**config.mk**
```make
export PLATFORM = sky130hd
export DESIGN_NAME = img_lut_loader
export DESIGN_NICKNAME = d
export VERILOG_FILES = /design/src/rtl/img_lut_loader_pkg.sv /design/src/rtl/img_lut_loader.sv
export SDC_FILE = /design/constraint.sdc
export NUM_CORES = 1
export LEC_CHECK = 0
export CORE_UTILIZATION = 43
export CTS_CLUSTER_DIAMETER = 150
export CTS_CLUSTER_SIZE = 40
export DETAILED_ROUTE_END_ITERATION = 8
export PLACE_DENSITY = 0.86
export SETUP_SLACK_MARGIN = 0.2
export SYNTH_ARGS = -nofsm -noshare
export SYNTH_HDL_FRONTEND = slang
export SYNTH_SLANG_ARGS = --single-unit
```
**constraint.sdc**
```tcl
create_clock -name clk_i -period 2.2 [get_ports clk_i]
set_input_delay 0.44 -clock clk_i [delete_from_list [all_inputs] [get_ports clk_i]]
set_output_delay 0.44 -clock clk_i [all_outputs]
set_load 0.005 [all_outputs]
```
**src/rtl/img_lut_loader_pkg.sv**
```systemverilog
// Shared types for the LUT table loader: FSM states, error codes, depth helper.
package img_lut_loader_pkg;

    typedef enum logic [1:0] {
        StIdle,
        StLoad,
        StDiscard
    } lut_load_state_t;

    typedef enum logic [1:0] {
        ErrNone    = 2'd0,
        ErrShort   = 2'd1,
        ErrLong    = 2'd2,
        ErrRestart = 2'd3
    } lut_load_err_t;

    // Number of LUT entries addressed by a px_width-bit pixel.
    function automatic int unsigned lut_depth(input int unsigned px_width);
        return 32'd1 << px_width;
    endfunction

endpackage

```
**src/rtl/img_lut_loader.sv**
```systemverilog
// Turns an AXI4-Stream table packet (one entry per beat) into sequential LUT
// write strobes, checks the table framing and reports completion or errors.
module img_lut_loader
    import img_lut_loader_pkg::*;
#(
    parameter int unsigned PxWidth    = 10,
    parameter int unsigned TdataWidth = 16
) (
    input  logic                  clk_i,
    input  logic                  rst_n_i,
    // table stream (slave)
    input  logic                  table_tvalid_i,
    output logic                  table_tready_o,
    input  logic [TdataWidth-1:0] table_tdata_i,
    input  logic                  table_tuser_i,
    input  logic                  table_tlast_i,
    // LUT control port (master)
    output logic                  lut_wr_o,
    output logic [PxWidth-1:0]    lut_addr_o,
    output logic [PxWidth-1:0]    lut_data_o,
    // status
    output logic                  busy_o,
    output logic                  done_o,
    output logic                  err_o,
    output logic [1:0]            err_code_o
);

    // One extra counter bit so a beat arriving after the last entry is visible.
    localparam int unsigned    CntW    = PxWidth + 1;
    localparam logic [CntW-1:0] Depth   = CntW'(lut_depth(PxWidth));
    localparam logic [CntW-1:0] LastIdx = Depth - CntW'(1);

    lut_load_state_t      state_q, state_d;
    logic [CntW-1:0]      cnt_q, cnt_d;
    logic                 wr_q, wr_d;
    logic [PxWidth-1:0]   addr_q, addr_d;
    logic [PxWidth-1:0]   data_q, data_d;
    logic                 busy_q, busy_d;
    logic                 done_q, done_d;
    logic                 err_q, err_d;
    lut_load_err_t        code_q, code_d;

    logic                 beat;
    logic [PxWidth-1:0]   entry;

    // The write port never stalls, so the stream is only held off during reset.
    assign table_tready_o = rst_n_i;
    assign beat           = table_tvalid_i & table_tready_o;
    assign entry          = table_tdata_i[PxWidth-1:0];

    if (TdataWidth > PxWidth) begin : g_pad
        logic unused_tdata_pad;
        assign unused_tdata_pad = ^table_tdata_i[TdataWidth-1:PxWidth];
    end

    // Next-state decode: framing rules applied to each accepted beat.
    always_comb begin
        state_d = state_q;
        cnt_d   = cnt_q;
        wr_d    = 1'b0;
        addr_d  = addr_q;
        data_d  = data_q;
        done_d  = 1'b0;
        err_d   = 1'b0;
        code_d  = ErrNone;
        if (beat) begin
            if (table_tuser_i) begin
                // A first-entry marker always opens a new table at address 0.
                wr_d   = 1'b1;
                addr_d = '0;
                data_d = entry;
                if (table_tlast_i) begin
                    err_d   = 1'b1;
                    code_d  = ErrShort;
                    cnt_d   = '0;
                    state_d = StIdle;
                end else begin
                    cnt_d   = CntW'(1);
                    state_d = StLoad;
                    if (state_q != StIdle) begin
                        err_d  = 1'b1;
                        code_d = ErrRestart;
                    end
                end
            end else begin
                case (state_q)
                    StLoad: begin
                        if (cnt_q == Depth) begin
                            // Table longer than the LUT: drop, never wrap onto addr 0.
                            err_d   = 1'b1;
                            code_d  = ErrLong;
                            cnt_d   = '0;
                            state_d = table_tlast_i ? StIdle : StDiscard;
                        end else begin
                            wr_d   = 1'b1;
                            addr_d = cnt_q[PxWidth-1:0];
                            data_d = entry;
                            if (table_tlast_i) begin
                                cnt_d   = '0;
                                state_d = StIdle;
                                if (cnt_q == LastIdx) begin
                                    done_d = 1'b1;
                                end else begin
                                    err_d  = 1'b1;
                                    code_d = ErrShort;
                                end
                            end else begin
                                cnt_d = cnt_q + CntW'(1);
                            end
                        end
                    end
                    StDiscard: begin
                        if (table_tlast_i) begin
                            state_d = StIdle;
                        end
                    end
                    default: ;
                endcase
            end
        end
        busy_d = (state_d != StIdle);
    end

    // State, counter and registered outputs.
    always_ff @(posedge clk_i or negedge rst_n_i) begin
        if (!rst_n_i) begin
            state_q <= StIdle;
            cnt_q   <= '0;
            wr_q    <= 1'b0;
            addr_q  <= '0;
            data_q  <= '0;
            busy_q  <= 1'b0;
            done_q  <= 1'b0;
            err_q   <= 1'b0;
            code_q  <= ErrNone;
        end else begin
            state_q <= state_d;
            cnt_q   <= cnt_d;
            wr_q    <= wr_d;
            addr_q  <= addr_d;
            data_q  <= data_d;
            busy_q  <= busy_d;
            done_q  <= done_d;
            err_q   <= err_d;
            code_q  <= code_d;
        end
    end

    assign lut_wr_o   = wr_q;
    assign lut_addr_o = addr_q;
    assign lut_data_o = data_q;
    assign busy_o     = busy_q;
    assign done_o     = done_q;
    assign err_o      = err_q;
    assign err_code_o = code_q;

endmodule
```
After elaboration in Yosys (flattened, before gate mapping)
Cells that the tools add are included.
W data, S select, Z words.
{"block": "word_totals", "ff_bits": 39, "input_bits": 21}
{"block": "op_classes", "add_sub_neg": 1, "n_eq_ne": 5, "muxes": 44, "n_bitwise": 1, "n_reduce_logical": 5}
{"cell": "$mux W10", "n": 6}
{"cell": "$mux W11", "n": 4}
{"cell": "$mux W1", "n": 22}
{"cell": "$mux W2", "n": 11}
{"cell": "$add A11 B1 Y11 const B", "n": 1}
{"cell": "$eq A11 B10 Y1 const B", "n": 1}
{"cell": "$eq A11 B11 Y1 const B", "n": 1}
{"cell": "$reduce_bool A2 Y1", "n": 3}
{"cell": "$pmux W2 S2", "n": 1}
{"cell": "$reduce_and A3 Y1", "n": 1}
{"cell": "$eq A2 B1 Y1 const B", "n": 1}
{"cell": "$eq A2 B2 Y1 const B", "n": 1}
{"cell": "$ne A2 B2 Y1 const B", "n": 1}
{"cell": "$reduce_and A2 Y1", "n": 1}
{"cell": "$and A1 B1 Y1", "n": 1}

Logic depth before layout (Yosys ltp)
{"block": "logic_depth", "ltp_word": 7, "ltp_mapped": 7}

Worst setup path after synthesis
No wires, ideal clock.
{"block": "synth_timing", "kind": "flip-flop to flip-flop", "startpoint": "register cnt_q[4]", "endpoint": "register data_q[1] (netlist: lut_data_o[1])", "setup_ns": 0.127, "t_arrival_ns": 2.007, "required_ns": 2.073, "slack_ns": 0.065, "stages_incl_launch_ff": 7, "synth_period_minus_slack_ns": 2.135, "path_cell_list": "dfrtp_1 -> clkbuf_1 -> or4_4 -> or3_4 -> o21ai_4 -> buf_6 -> mux2_1"}
{"block": "synth_via", "elab_chain_len": 3}
{"element": "from (decl)", "line_no": "img_lut_loader.sv:34", "source": "logic [CntW-1:0] cnt_q, cnt_d;"}
{"element": "from (signal assigned)", "line_no": "img_lut_loader.sv:138", "source": "cnt_q <= cnt_d;"}
{"element": "$eq A11 B11 Y1", "line_no": "img_lut_loader.sv:88", "source": "if (cnt_q == Depth) begin"}
{"element": "$ne A2 B2 Y1 (no line)"}
{"element": "$reduce_and A3 Y1 (no line)"}
{"element": "to (signal assigned)", "line_no": "img_lut_loader.sv:141", "source": "data_q <= data_d;"}
{"element": "to (decl)", "line_no": "img_lut_loader.sv:37", "source": "logic [PxWidth-1:0] data_q, data_d;"}
No other way between the ends.
A chain may end at the register's enable or synchronous reset.

Worst setup path in the final report
{"block": "layout_timing", "startpoint": "register cnt_q[9]", "endpoint": "register data_q[2] (netlist: lut_data_o[2])"}
The elaborated chain is that of the path after synthesis.

==> results.txt <==
Final instance area: 2626 um^2
Final Cycle Share: 97.70%
Post-synth top cells: dfrtp_1, nor2_1, a22o_1
Syn. warnings: 0
Critical path arrival: 2.32 ns
RSZ-0062 raised after global routing: true
Worst r2r src: cnt_q[9]
Post-Layout Cell Count: 282
Reg2reg path depth: 5
Layout cells sized above 1: 18.10%
CTS Buffer Depth: 2
CP max stage delay: 0.55 ns
Core Util, Final: 64.72%
CTS buffer count: 5
TritonCTS clock tree: yes
HP Class: in -> async
Hold Buf Count CTS: 0
DIE AREA: 4528 um^2
Status: finished clean
Max Cap Viol: 0
Buffers on Ports: 41
Worst slack at placement: 0.05817 ns
# diodes: 0
Worst setup SP type: register
F_max: 465.3 MHz
Antenna Nets Post-Route: 0
Largest area contributor in the netlist: dfrtp_1
Vias in the first global route: 1557
Cells after Synth: 165
Routed len/inst: 15.31 um
Post-synth EDFFs: 0
Unique masters post-synth: 40
Leak: 1.195 nW
Placed insts: 270
Most common cell in the netlist: dfrtp_1
Final setup margin: 0.05066 ns
HPWL Detailed: 3009 um
Final hold vios: 0
Worst skew pair latency: 0.29 ns
GRT Overall Usage: 21.06%
DR vias/cell: 5.656
Setup tns final: 0 ns
Syn Std Cell Area: 1833 um^2
Initial Util: 45.17%
First-pass DRT Iterations: 4
Worst Setup SP: cnt_q[9]
Vias: 1595
Max Transition Viols Final: 0
R2r setup slk: 0.05 ns
Placement Cell Area: 2432 um^2
Hold WS: 0.2027 ns
Slew headroom: 70.66%
CTS root buf: clkbuf_8
Clock-pin transition on the worst setup and hold timing paths: 0.07 ns
Die height: 67.29 um
Ports: 48
Htree depth: 2
Site Rows: 23
Drt first-iter violations: 92
Min Tclk post-route: 2.149 ns
DRC violations left: 0
Initial antenna violation count: 0
Crit Path Class: reg -> reg
CP endpoint kind: register
Least-Margin Pin Slew: 0.4368 ns
Final setup viols: 0
Mapped Nets: 191
Final-stage net count: 257
Synth-to-Final Area Change: 43.28%
Largest net degree at the start of global routing: 30
Gr ovfl total: 0
Asr flop ratio synth: 100.0%
Clock skew: 0.005860 ns
Top cells by area, synth: dfrtp_1, mux2_1, a22o_1
Worst ir drop on vdd: 337.6 uV
Post-synth top flop: dfrtp_1
Synth top area share: 53.24%
CP max-delay cell: or4_4
Placer Congestion: 0.8463
Drt total wl: 4318 um
Pwr Density: 729.2 nW/um^2
Total power: 1.915 mW
Syn avg cell area: 11.11 um^2
Crit path required time: 2.37 ns
Seq cells post-synth: 39
Part of the Yosys area used for sequential elements: 53.24%
First-pass GRT wire length: 7072 um
Crit path cell chain: or4_4 -> or3_4 -> o21ai_4 -> buf_12 -> mux2_1
Core area: 4058 um^2
Critical-path maximum fanout: 11
Clk sinks: 39
Die Wd: 67.29 um
==> power by group <==
| group | leakage [nW] | internal, mW | switching [mW] |
|---|---|---|---|
| clock network | 0.0654 | 0.453 | 0.237 |
| registers | 0.514 | 0.788 | 0.0346 |
| logic | 0.616 | 0.233 | 0.169 |
==> flip-flops by register name (all words and copies together) (netlist names) <==
signal / cells
err_o: 1
state_q: 2
lut_wr_o: 1
err_code_o: 2
cnt_q: 11
lut_data_o: 10
busy_o: 1
done_o: 1
lut_addr_o: 10
==> path summary, 6_finish.rpt <==
path	to
worst max-delay path	lut_data_o[2]
worst min-delay path	lut_data_o[4]
worst max register to register	lut_data_o[2]
worst min register to register	lut_data_o[8]
max in group asynchronous	cnt_q[2]
min in group clk_i	lut_data_o[8]
==> cell usage in the layout, fill, tap and decap left out, drive strengths merged, types with 6 or more instances in the layout <==
master and instances:
a22o 12, a31oi 8, buf 25, clkbuf 6, clkdlybuf4s50 40, dfrtp 39, inv 7, mux2 10
nand2 10, nor2 14
==> area by class of cell <==
class / count / area (um^2)
Clock buffer: 6 / 72.57
Clock inverter: 2 / 60.06
Fill cell: 292 / 1431
Inverter: 7 / 26.28
Multi-Input combinational cell: 112 / 798.3
Sequential cell: 39 / 975.9
Tap cell: 50 / 62.56
Timing Repair Buffer: 66 / 630.6
==> cells by family after synthesis <==
logic type	synth area share, %
buffers and inverters	3.549
AOI/OAI and AO/OA	19.05
xor gates and xnor gates	0.4779
DFF	53.24
muxes	6.143
adders and majority gates	3.413
and+or+nand+nor	14.13
==> layer usage <==
metal,GRT usage (%),vias to the layer above,wire length [um]
met4,9.840,0,119
li1,-,753,-
met5,0,-,0
met3,4.899,11,278
met1,25.03,762,1848
met2,35.75,69,2072
==> critical path: cells and delay by family (launching register included) <==
| kind | cells | cell delay, ns |
|---|---|---|
| simple gates | 2 | 0.96 |
| flops | 1 | 0.39 |
| mux | 1 | 0.33 |
| compound gates | 1 | 0.19 |
| buf+inv | 1 | 0.15 |
==> timing repair <==
action	CTS	global route
cloned	1	0
setup endpoints to repair	16	29
setup buffers	2	1
pin swaps	1	0
resized for setup	0	2
Note: power is estimated with default switching activity, not from simulation.
